File: config.mk
export PLATFORM = sky130hd
export DESIGN_NAME = imem_dmem_arbiter_flat
export DESIGN_NICKNAME = d
export VERILOG_FILES = /design/src/rtl/cpu_pkg.sv /design/src/rtl/imem_dmem_arbiter_if.sv /design/src/rtl/imem_dmem_arbiter.sv /design/src/flat_wrapper.sv
export SDC_FILE = /design/constraint.sdc
export NUM_CORES = 1
export LEC_CHECK = 0
export CORE_MARGIN = 4
export CORE_UTILIZATION = 32
export CTS_BUF_LIST = sky130_fd_sc_hd__clkbuf_4
export DETAILED_ROUTE_END_ITERATION = 8
export PLACE_DENSITY = 0.84
export SLEW_MARGIN = 10
export SYNTH_ARGS = -nofsm -noshare
export SYNTH_HDL_FRONTEND = slang
export SYNTH_SLANG_ARGS = --single-unit
File: constraint.sdc
create_clock -name Clock -period 1.55 [get_ports Clock]
set_input_delay 0.2325 -clock Clock [delete_from_list [all_inputs] [get_ports Clock]]
set_output_delay 0.2325 -clock Clock [all_outputs]
set_load 0.05 [all_outputs]
File: src/rtl/cpu_pkg.sv
// Shared CPU-side types and default widths for the instruction/data memory arbiter.
package cpu_pkg;

    localparam int unsigned ADDR_W_DEF = 32;
    localparam int unsigned DATA_W_DEF = 32;

    typedef enum logic [1:0] {
        IDLE   = 2'd0,
        BUSY_I = 2'd1,
        BUSY_D = 2'd2
    } arb_state_t;

endpackage

File: src/rtl/imem_dmem_arbiter_if.sv
// Bus bundle between the pipeline stages, the arbiter and the unified memory.
// The master modport is the arbiter's view; slave is the surrounding CPU/memory view.
interface imem_dmem_arbiter_if #(
    parameter int unsigned ADDR_W = cpu_pkg::ADDR_W_DEF,
    parameter int unsigned DATA_W = cpu_pkg::DATA_W_DEF
);
    // fetch stage
    logic              if_req;
    logic [ADDR_W-1:0] if_addr;
    logic [DATA_W-1:0] if_rdata;
    logic              if_stall;
    // memory-access stage
    logic              d_req;
    logic              d_we;
    logic [ADDR_W-1:0] d_addr;
    logic [DATA_W-1:0] d_wdata;
    logic [DATA_W-1:0] d_rdata;
    logic              d_stall;
    // unified memory
    logic              mem_req;
    logic              mem_we;
    logic [ADDR_W-1:0] mem_addr;
    logic [DATA_W-1:0] mem_wdata;
    logic [DATA_W-1:0] mem_rdata;
    logic              mem_ready;
    logic              err;

    modport master (
        input  if_req, if_addr,
        output if_rdata, if_stall,
        input  d_req, d_we, d_addr, d_wdata,
        output d_rdata, d_stall,
        output mem_req, mem_we, mem_addr, mem_wdata,
        input  mem_rdata, mem_ready,
        output err
    );

    modport slave (
        output if_req, if_addr,
        input  if_rdata, if_stall,
        output d_req, d_we, d_addr, d_wdata,
        input  d_rdata, d_stall,
        input  mem_req, mem_we, mem_addr, mem_wdata,
        output mem_rdata, mem_ready,
        input  err
    );

endinterface

File: src/rtl/imem_dmem_arbiter.sv
// Serialises IF and MEM stage accesses onto one single-ported memory, MEM first,
// with a watchdog that aborts unacknowledged accesses and raises a sticky error.
module imem_dmem_arbiter
    import cpu_pkg::*;
#(
    parameter int unsigned ADDR_W  = ADDR_W_DEF,
    parameter int unsigned DATA_W  = DATA_W_DEF,
    parameter int unsigned TIMEOUT = 15
) (
    input logic                  Clock,
    input logic                  Reset_n,
    imem_dmem_arbiter_if.master  bus
);

    // At least 4 bits; wider only when TIMEOUT needs it.
    localparam int unsigned CNT_W = ($clog2(TIMEOUT) > 4) ? $clog2(TIMEOUT) : 4;
    localparam logic [CNT_W-1:0] CNT_LAST = CNT_W'(TIMEOUT - 1);

    arb_state_t        state_q, state_d;
    logic [CNT_W-1:0]  cnt_q, cnt_d;
    logic              mem_req_q, mem_req_d;
    logic              mem_we_q, mem_we_d;
    logic [ADDR_W-1:0] mem_addr_q, mem_addr_d;
    logic [DATA_W-1:0] mem_wdata_q, mem_wdata_d;
    logic              err_q, err_d;

    logic              done_i_c;
    logic              done_d_c;

    always_ff @(posedge Clock) begin
        if (!Reset_n) begin
            state_q     <= IDLE;
            cnt_q       <= '0;
            mem_req_q   <= 1'b0;
            mem_we_q    <= 1'b0;
            mem_addr_q  <= '0;
            mem_wdata_q <= '0;
            err_q       <= 1'b0;
        end else begin
            state_q     <= state_d;
            cnt_q       <= cnt_d;
            mem_req_q   <= mem_req_d;
            mem_we_q    <= mem_we_d;
            mem_addr_q  <= mem_addr_d;
            mem_wdata_q <= mem_wdata_d;
            err_q       <= err_d;
        end
    end

    // Arbitration, memory handshake and watchdog.
    always_comb begin
        state_d     = state_q;
        cnt_d       = cnt_q;
        mem_req_d   = mem_req_q;
        mem_we_d    = mem_we_q;
        mem_addr_d  = mem_addr_q;
        mem_wdata_d = mem_wdata_q;
        err_d       = err_q;

        unique case (state_q)
            IDLE: begin
                if (bus.d_req) begin
                    state_d     = BUSY_D;
                    cnt_d       = '0;
                    mem_req_d   = 1'b1;
                    mem_we_d    = bus.d_we;
                    mem_addr_d  = bus.d_addr;
                    mem_wdata_d = bus.d_wdata;
                end else if (bus.if_req) begin
                    state_d    = BUSY_I;
                    cnt_d      = '0;
                    mem_req_d  = 1'b1;
                    mem_we_d   = 1'b0;
                    mem_addr_d = bus.if_addr;
                end
            end
            BUSY_I, BUSY_D: begin
                // A late acknowledge on the timeout edge still counts as completion.
                if (bus.mem_ready) begin
                    state_d   = IDLE;
                    mem_req_d = 1'b0;
                    mem_we_d  = 1'b0;
                end else if (cnt_q == CNT_LAST) begin
                    state_d   = IDLE;
                    mem_req_d = 1'b0;
                    mem_we_d  = 1'b0;
                    err_d     = 1'b1;
                end else begin
                    cnt_d = cnt_q + CNT_W'(1);
                end
            end
            default: begin
                state_d   = IDLE;
                mem_req_d = 1'b0;
                mem_we_d  = 1'b0;
            end
        endcase
    end

    // Completion is only recognised out of reset, while busy for that requester.
    assign done_i_c = Reset_n & (state_q == BUSY_I) & bus.mem_ready;
    assign done_d_c = Reset_n & (state_q == BUSY_D) & bus.mem_ready;

    assign bus.if_stall  = bus.if_req & ~done_i_c;
    assign bus.d_stall   = bus.d_req & ~done_d_c;
    assign bus.if_rdata  = done_i_c ? bus.mem_rdata : '0;
    assign bus.d_rdata   = (done_d_c & ~mem_we_q) ? bus.mem_rdata : '0;

    assign bus.mem_req   = mem_req_q;
    assign bus.mem_we    = mem_we_q;
    assign bus.mem_addr  = mem_addr_q;
    assign bus.mem_wdata = mem_wdata_q;
    assign bus.err       = err_q;

endmodule
File: src/flat_wrapper.sv
// flat-port wrapper written by rule: the top's interface ports become plain ports
module imem_dmem_arbiter_flat import cpu_pkg::*;
#(
    parameter int unsigned ADDR_W  = ADDR_W_DEF,
    parameter int unsigned DATA_W  = DATA_W_DEF,
    parameter int unsigned TIMEOUT = 15
)
  (Clock, Reset_n, bus_if_req, bus_if_addr, bus_if_rdata, bus_if_stall, bus_d_req, bus_d_we, bus_d_addr, bus_d_wdata, bus_d_rdata, bus_d_stall, bus_mem_req, bus_mem_we, bus_mem_addr, bus_mem_wdata, bus_mem_rdata, bus_mem_ready, bus_err);
  imem_dmem_arbiter_if #(.ADDR_W(ADDR_W), .DATA_W(DATA_W)) bus_i ();
  input logic Clock;
  input logic Reset_n;
  input wire logic [$bits(bus_i.if_req)-1:0] bus_if_req;
  input wire logic [$bits(bus_i.if_addr)-1:0] bus_if_addr;
  output wire logic [$bits(bus_i.if_rdata)-1:0] bus_if_rdata;
  output wire logic [$bits(bus_i.if_stall)-1:0] bus_if_stall;
  input wire logic [$bits(bus_i.d_req)-1:0] bus_d_req;
  input wire logic [$bits(bus_i.d_we)-1:0] bus_d_we;
  input wire logic [$bits(bus_i.d_addr)-1:0] bus_d_addr;
  input wire logic [$bits(bus_i.d_wdata)-1:0] bus_d_wdata;
  output wire logic [$bits(bus_i.d_rdata)-1:0] bus_d_rdata;
  output wire logic [$bits(bus_i.d_stall)-1:0] bus_d_stall;
  output wire logic [$bits(bus_i.mem_req)-1:0] bus_mem_req;
  output wire logic [$bits(bus_i.mem_we)-1:0] bus_mem_we;
  output wire logic [$bits(bus_i.mem_addr)-1:0] bus_mem_addr;
  output wire logic [$bits(bus_i.mem_wdata)-1:0] bus_mem_wdata;
  input wire logic [$bits(bus_i.mem_rdata)-1:0] bus_mem_rdata;
  input wire logic [$bits(bus_i.mem_ready)-1:0] bus_mem_ready;
  output wire logic [$bits(bus_i.err)-1:0] bus_err;
  assign bus_i.if_req = bus_if_req;
  assign bus_i.if_addr = bus_if_addr;
  assign bus_if_rdata = bus_i.if_rdata;
  assign bus_if_stall = bus_i.if_stall;
  assign bus_i.d_req = bus_d_req;
  assign bus_i.d_we = bus_d_we;
  assign bus_i.d_addr = bus_d_addr;
  assign bus_i.d_wdata = bus_d_wdata;
  assign bus_d_rdata = bus_i.d_rdata;
  assign bus_d_stall = bus_i.d_stall;
  assign bus_mem_req = bus_i.mem_req;
  assign bus_mem_we = bus_i.mem_we;
  assign bus_mem_addr = bus_i.mem_addr;
  assign bus_mem_wdata = bus_i.mem_wdata;
  assign bus_i.mem_rdata = bus_mem_rdata;
  assign bus_i.mem_ready = bus_mem_ready;
  assign bus_err = bus_i.err;
  imem_dmem_arbiter #(.ADDR_W(ADDR_W), .DATA_W(DATA_W), .TIMEOUT(TIMEOUT)) u_core (.Clock(Clock), .Reset_n(Reset_n), .bus(bus_i));
endmodule
* After elaboration in Yosys (flattened, before gate mapping)
Cells that the tools add are included.
** Storage, ports and cells
- Memories :: 0
- Bits in latches :: 0
- Bits in registers :: 73
- ROM bits :: 0
- Memory bits (writable) :: 0
- Bits of input ports :: 134
** Operators by class
- Reductions and logical operators :: 9
- Shifts and indexed selects :: 0
- Multiplexer cells :: 22
- Order comparisons :: 0
- Add/subtract/negate cells :: 1
- Divide/modulo/power cells :: 0
- Multipliers :: 0
- Eq/ne operators :: 7
- Bitwise gates (word level) :: 11
** Operators by type and width (number)
- 2-to-1 mux 32 bit :: 4
- 2-to-1 mux 4 bit :: 4
- 2-to-1 mux 2 bit :: 4
- one-hot mux 4 bit (2 select lines) :: 1
- bitwise AND 1 bit :: 7
- 2-to-1 mux 1 bit :: 6
- AND reduction 2 bit :: 3
- adder 4 x 1 -> 4 bit (second input constant) :: 1
- == test 4 bit (second input constant) :: 1
- != test 2 bit (second input constant) :: 2
- NOT 1 bit :: 4
- one-hot mux 1 bit (2 select lines) :: 2
- one-hot mux 2 bit (2 select lines) :: 1
- AND reduction 4 bit :: 1
- nonzero test 2 bit :: 2
- != test 3 x 2 -> 1 bit (second input constant) :: 1
- != test 3 bit (second input constant) :: 1
- AND reduction 3 bit :: 1
- == test 2 x 1 -> 1 bit (second input constant) :: 1
- == test 2 bit (second input constant) :: 1
- zero test 2 bit :: 1
- OR reduction 2 bit :: 1

* Logic depth before layout (Yosys ltp)
Gate-level depths: netlist of the first run.
- Word-level depth :: 5
- Mapped depth :: 7
- Gate-level depth less buffers :: 6

* Worst setup path before layout of the first run
No wires, ideal clock.
- Path type :: reg2out
- From :: register u_core.state_q[1]
- To :: output bus_if_stall
- Path buffers :: 0
- Data required time :: 1.317 ns
- Data arrival time :: 1.444 ns
- Path slack :: -0.127 ns
- Stages on the path, launching flop included :: 5
- Path through :: dfxtp_1 > inv_1 > ha_1 > and3_1 > nor2b_1
** On the way
- Cells in the longest elaborated chain, start to end :: 5
** Ends and longest elaborated chain
- start, declared :: RTL line imem_dmem_arbiter.sv:19 : arb_state_t state_q, state_d;
- start signal, assigned :: RTL line imem_dmem_arbiter.sv:40 : state_q <= state_d;
- == test 2 x 1 -> 1 bit :: RTL line imem_dmem_arbiter.sv:101 : assign done_i_c = Reset_n & (state_q == BUSY_I) & bus.mem_ready;
- bitwise AND 1 bit (2 in a row) :: RTL line imem_dmem_arbiter.sv:101
- NOT 1 bit :: RTL line imem_dmem_arbiter.sv:104 : assign bus.if_stall = bus.if_req & ~done_i_c;
- bitwise AND 1 bit :: RTL line imem_dmem_arbiter.sv:104
- end, declared :: RTL line flat_wrapper.sv:15 : output wire logic [$bits(bus_i.if_stall)-1:0] bus_if_stall;
No other way between the ends.

* Final worst setup path of the first run
- From :: register u_core.state_q[1]
- To :: output bus_if_rdata[0]
** On the way
- Cells in the longest elaborated chain, start to end :: 4
** Ends and longest elaborated chain
- == test 2 x 1 -> 1 bit :: RTL line imem_dmem_arbiter.sv:101
- bitwise AND 1 bit (2 in a row) :: RTL line imem_dmem_arbiter.sv:101
- 2-to-1 mux 32 bit :: RTL line imem_dmem_arbiter.sv:106 : assign bus.if_rdata = done_i_c ? bus.mem_rdata : '0;
- end, declared :: RTL line flat_wrapper.sv:14 : output wire logic [$bits(bus_i.if_rdata)-1:0] bus_if_rdata;
No other way between the ends.

==> flow_metrics.tcl, run 1 <==
set metrics [dict create \
    status "complete, but fails checks" \
    violations "negative setup slack" \
    tritoncts "yes" \
    critical_path.slowest_cell "dfxtp_2" \
    clk-insertion-delay-late_ps 430 \
    power.density_nw_per_um2 797 \
    timing.critical_path.required_ps 1320 \
    worstPathMaxFanout 9 \
    fill_cell_total_of_the_finished_layout 752 \
    die-width_um 115 \
    buffer_depth_of_the_longest_clock_path 2 \
    commonest_non_fill_non_tap_cell_in_the_layout "clkdlybuf4s50_1" \
    final_period_demand_of_the_worst_path_ps 2030 \
    synth_seq_area_share_pct 40.2 \
    clk_pin_slew_ps 120 \
    timing.critical_path.slowest_cell_delay_ps 410 \
    clk_root_buffer_cell "clkbuf_4" \
    drc 0 \
    grt_antenna_before_repair 4 \
    worst_setup_start_kind "flop" \
    place_congestion 0.869 \
    critical_path_depth 6 \
    arrival_ps 1790 \
    netSwitchingFraction_pct 38.8 \
    postPlaceCellArea_sq_um 7090 \
    worstHoldPathCells 3 \
    die_area_sq_um 13100 \
    post-route-cell-area_sq_um 7880 \
    cells_after_synthesis 419 \
    number_of_global_route_vias_before_repair 4156 \
    yosys_warnings 0 \
    timing.clock.skew_ps 8.13 \
    port_buffers 266 \
    h-tree-depth 3 \
    drt_iter0_drc 189 \
    maximum_number_of_pins_on_one_net_before_global_route_repair 38 \
    layout-drive-gt1-share_pct 44.0 \
    critical_path.most_common_cell "buf_12" \
    route.detailed.wl_per_inst_um 19.1 \
    post_route_setup_tns_ps -33680 \
    postLayoutSetupSlackWorst_ps -476 \
    power_frac_comb_pct 45.9 \
    core_sq_um 11000 \
    worstSetupEndpointType "primary output" \
    via_per_inst 4.91 \
    postSynthAreaPerCell_sq_um 8.67 \
    cpLargestDelayFamily "simple AND/OR/NAND/NOR gates" \
    dp.cells 812 \
    postRouteWirelength_mm 16.3 \
    timing_hold_violations_final 0 \
    dpl_worst_slack_ps -299 \
    boundaryPins 267 \
    gr-usage-all-layers_pct 21.6 \
    setup.worst_path.class "reg -> out" \
    setup_repair_after_global_routing_missed_its_margin "true" \
    pwr-share-clk_pct 19.3 \
    dp_hpwl_mm 11.3 \
    worstPathBufferInverterCount 3 \
    post-route-util_pct 71.7 \
    internal_power_uw 3840 \
    leakagePower_uw 0.00330 \
    net-switching-power_uw 2430 \
    synth_to_final_area_change_pct 117 \
    mappedNetlistNets 558 \
    vdd_drop_max_uv 567 \
    start_util_pct 33.1 \
    power.sequential.fraction_pct 34.9 \
    synth.ff_latch_count 73 \
    final.period_utilization_pct 131 \
    gr-total-overflow 0 \
    most-common-layout-cells "clkdlybuf4s50_1 (132), buf_4 (82), buf_12 (73)" \
    timing.max_cap.violations 0 \
    clkSinkCount 73 \
    placementRows 38 \
    synth_top_area_share_pct 40.2 \
    synth_largest_area_cell "dfxtp_1" \
    yosys-top-cells-area "dfxtp_1 (40%), and2_1 (11%), a211oi_2 (10%), mux2i_1 (8.8%), nand2_1 (7.6%)" \
    floorplan.die.height_um 115 \
    ant_nets 0 \
    tightestPinTransition_ps 307 \
    r2r_cells 8 \
    grt_pass1_wl_mm 21.7 \
    holdCritPathClass "in -> reg" \
    fmax_mhz 494 \
    route.vias.total 4207 \
    yosys.cell_types.count 31 \
    netlist_area_pre_place_sq_um 3630 \
    finalNetCount 846 \
    slew_viol_final 0 \
    crit_path_cell_trace "inv_4 -> ha_4 -> and3_4 -> buf_12 -> and2_2 -> buf_12" \
    drt_first_pass_iters 5 \
    final-setup-viol-count 126 \
    timing.slew.headroom_pct 79.5 \
    post_layout_nonfiller_instances 856 \
    cts_inserted_buffers 9 \
]
## logic make-up after synthesis
| group | count (synthesis) | share of synthesized area [%] |
|---|---|---|
| AOI/OAI and AO/OA | 77 | 17.5 |
| adders and majority gates | 5 | 1.72 |
| buffers and inverters | 37 | 5.58 |
| DFF | 73 | 40.2 |
| muxes | 32 | 8.81 |
| and+or+nand+nor | 195 | 26.2 |
## worst register-to-register path: stages, from the launching register on
cell,delay (ps)
dfxtp_2,370
inv_2,50
buf_4,120
buf_4,120
ha_2,320
and2b_2,230
o21ai_4,80
or3_1,360
nand3_1,70
## worst paths after layout
path	start	endpoint	slack, ps
worst max-delay path	u_core.state_q[1]	bus_if_rdata[0]	-480
worst min-delay path	bus_d_req	u_core.state_q[0]	250
worst max register to register	u_core.state_q[0]	u_core.cnt_q[3]	-240
worst min register to register	u_core.bus.mem_req	u_core.bus.mem_req	460
## flip-flops by register name, indices dropped and copies added, names as in the netlist
signal                cells
u_core.cnt_q              4
u_core.bus.mem_addr      32
u_core.bus.mem_wdata     32
u_core.bus.err            1
u_core.bus.mem_we         1
u_core.state_q            2
u_core.bus.mem_req        1
## power by group through the flow
stage | registers [uW] | clock network [uW] | logic [uW]
6_report | 2190 | 1210 | 2880
5_1_grt | 2210 | 1310 | 3010
4_1_cts | 2180 | 1230 | 2660
3_5_place_dp | 2220 | 0 | 2510
3_3_place_gp | 2210 | 0 | 2450
2_1_floorplan | 2870 | 0 | 833
## synth_stat cells, drive strengths merged
library cell	count
a211oi	33
ha	5
and2	67
and2b	1
nand3	7
o21ai	3
buf	18
a21oi	36
nand2	74
nand4	4
mux2i	32
dfxtp	73
nand2b	1
inv	5
o22ai	3
o21a	1
o31ai	1
or3	1
nor2	34
nand3b	1
clkbuf	14
and3	2
or3b	1
nor2b	2
## metal layers
layer / global-route usage [%] / vias up / share of wire [%]
li1: - / 1994 / -
met3: 6.82 / 35 / 8.0
met4: 10.1 / 0 / 3.4
met5: 0 / - / 0
met1: 20.7 / 1972 / 35
met2: 41.2 / 206 / 53
## metrics by stage
step           total power (uW)  hold WS, ps
4_1_cts                    6070          169
2_1_floorplan              3700          369
6_report                   6280          247
3_5_place_dp               4730          448
5_1_grt                    6540          241
3_3_place_gp               4660          443
## area by class of cell
cell class                      count  area (sq um)  share of cell area (%)
Sequential cell                    73          1460                    18.6
Timing Repair Buffer              308          3810                    48.4
Inverter                            5          21.3                   0.270
Antenna cell                        4          10.0                   0.127
Clock buffer                       10          75.1                   0.953
Tap cell                          140           175                    2.22
Clock inverter                      6          58.8                   0.747
Multi-Input combinational cell    310          2260                    28.7
## what timing repair did
action,4_1_cts,5_1_grt
gates resized for setup,89,18
buffers inserted,7,6
gates cloned,5,8
hold buffers,0,0
pin swaps,14,28
endpoints found under the setup margin,71,122
(Power assumes the default switching activity.)
==> run 2, diff against run 1 <==
--- a/config.mk
+++ b/config.mk
@@ -5,11 +5,12 @@
 export SDC_FILE = /design/constraint.sdc
 export NUM_CORES = 1
 export LEC_CHECK = 0
-export CORE_MARGIN = 4
-export CORE_UTILIZATION = 32
+export CORE_MARGIN = 2
+export CORE_UTILIZATION = 35
 export CTS_BUF_LIST = sky130_fd_sc_hd__clkbuf_4
 export DETAILED_ROUTE_END_ITERATION = 8
-export PLACE_DENSITY = 0.84
+export PLACE_DENSITY = 0.87
+export SKIP_CTS_REPAIR_TIMING = 1
 export SLEW_MARGIN = 10
 export SYNTH_ARGS = -nofsm -noshare
 export SYNTH_HDL_FRONTEND = slang
==> constraint.sdc (replaced) <==
create_clock -name Clock -period 1.95 [get_ports Clock]
set_input_delay 0.2925 -clock Clock [delete_from_list [all_inputs] [get_ports Clock]]
set_output_delay 0.2925 -clock Clock [all_outputs]
set_load 0.05 [all_outputs]
==> run 2 against run 1 <==
  * The run still ends with negative setup slack left
  * Global-route usage increased by 1.9 points
  * Setup slack better by 410 ps
  * Worst hold slack better by 140 ps
  * Total power decreased by 25%
  * Non-clock buffer count is 27 lower
  * Critical path type unchanged
  * Critical endpoint is now bus_d_rdata[18]
  * Largest power group unchanged
==> flow_metrics.tcl, run 2 (same netlist as run 1, synthesis figures left out) <==
set metrics [dict create \
    status "complete, but fails checks" \
    violations "negative setup slack" \
    holdCritPathClass "in -> reg" \
    ant_nets 0 \
    gr-total-overflow 0 \
    core_sq_um 10200 \
    boundaryPins 267 \
    place_congestion 0.901 \
    post-route-util_pct 74.0 \
    route.detailed.wl_per_inst_um 17.0 \
    layout-drive-gt1-share_pct 30.2 \
    finalNetCount 818 \
    timing.critical_path.required_ps 1660 \
    clk_pin_slew_ps 110 \
    clk-insertion-delay-late_ps 400 \
    buffer_depth_of_the_longest_clock_path 2 \
    worstSetupEndpointType "primary output" \
    fmax_mhz 495 \
    vdd_drop_max_uv 506 \
    slew_viol_final 0 \
    arrival_ps 1730 \
    drt_first_pass_iters 4 \
    maximum_number_of_pins_on_one_net_before_global_route_repair 35 \
    die-width_um 106 \
    fill_cell_total_of_the_finished_layout 686 \
    power.density_nw_per_um2 622 \
    floorplan.die.height_um 106 \
    gr-usage-all-layers_pct 23.5 \
    route.vias.total 4007 \
    most-common-layout-cells "clkdlybuf4s50_1 (187), nand2_1 (74), buf_12 (73)" \
    final.period_utilization_pct 104 \
    hold-worst-slack_ps 384 \
    cts_inserted_buffers 9 \
    post-route-cell-area_sq_um 7540 \
    worstPathBufferInverterCount 3 \
    timing.slew.headroom_pct 63.8 \
    timing.max_cap.violations 0 \
    timing.critical_path.slowest_cell_delay_ps 360 \
    final_period_demand_of_the_worst_path_ps 2020 \
    postPlaceCellArea_sq_um 7130 \
    setup_repair_after_global_routing_missed_its_margin "true" \
    number_of_global_route_vias_before_repair 4144 \
    dp_hpwl_mm 10.8 \
    leakagePower_uw 0.00315 \
    clkSinkCount 73 \
    setup.worst_path.class "reg -> out" \
    tritoncts "yes" \
    diodes 0 \
    timing_hold_violations_final 0 \
    timing.clock.skew_ps 15.1 \
    via_per_inst 4.89 \
    critical_path.slowest_cell "dfxtp_2" \
    grt_antenna_before_repair 0 \
    clk_root_buffer_cell "clkbuf_4" \
    worstPathMaxFanout 17 \
    port_buffers 266 \
    postRouteWirelength_mm 13.9 \
    drc 0 \
    grt_pass1_wl_mm 20.9 \
    worst_setup_start_kind "flop" \
    tightestPinTransition_ps 541 \
    placementRows 37 \
    h-tree-depth 3 \
    drt_iter0_drc 179 \
    synth_to_final_area_change_pct 107 \
    post_route_setup_tns_ps -1470 \
    cpLargestDelayFamily "simple AND/OR/NAND/NOR gates" \
    crit_path_cell_trace "inv_2 -> ha_4 -> nand3_2 -> nor2_4 -> buf_8 -> and2_4 -> buf_12" \
    start_util_pct 35.7 \
    final-setup-viol-count 42 \
    commonest_non_fill_non_tap_cell_in_the_layout "clkdlybuf4s50_1" \
    die_area_sq_um 11200 \
    postLayoutSetupSlackWorst_ps -70.9 \
]
-- run 2: metrics by stage --
step                      total power, uW  worst slack (ps)  instances
after global routing                 4920              -201        819
after floorplan                      2930               213        419
after global placement               3720              51.5        802
after detailed placement             3780             -40.2        802
final                                4690             -70.9        819
after CTS                            4690              -176        817
-- run 2: power breakdown --
part           switching, uW  internal (uW)  leakage (uW)  total (uW)
combinational           1180            870       0.00248        2050
clock                    521            378     0.0000692         899
sequential              87.1           1650      0.000603        1740
-- run 2: path summary, 6_finish.rpt --
path	to	slack (ps)	from	cells past startpoint
hold reg to reg	u_core.bus.mem_wdata[19]	460	u_core.bus.mem_wdata[19]	2
setup reg to reg	u_core.state_q[1]	270	u_core.state_q[0]	6
setup / recovery	bus_d_rdata[18]	-70	u_core.state_q[0]	7
hold / removal	u_core.state_q[0]	380	bus_d_req	3
-- run 2: worst min-delay path, delay by kind of cell --
family | cells | cell delay (ps)
buf+inv | 1 | 250
simple gates | 1 | 150
compound gates | 1 | 60
-- run 2: final cells by class --
cell class	count	area, sq um	area share (%)
Inverter	5	18.8	0.249
Tap cell	136	170	2.26
Clock inverter	6	60.1	0.797
Clock buffer	9	67.6	0.896
Multi-Input combinational cell	309	2170	28.8
Sequential cell	73	1460	19.4
Timing Repair Buffer	281	3580	47.5
-- run 2: routing by layer --
metal / global-route usage [%] / part of all wire, % / routed length, um / vias to the layer above
li1: - / - / - / 1927
met1: 23.6 / 36 / 5040 / 1862
met2: 44.0 / 53 / 7410 / 188
met3: 8.71 / 7.9 / 1100 / 30
met4: 9.02 / 2.8 / 387 / 0
met5: 0 / 0 / 0 / -
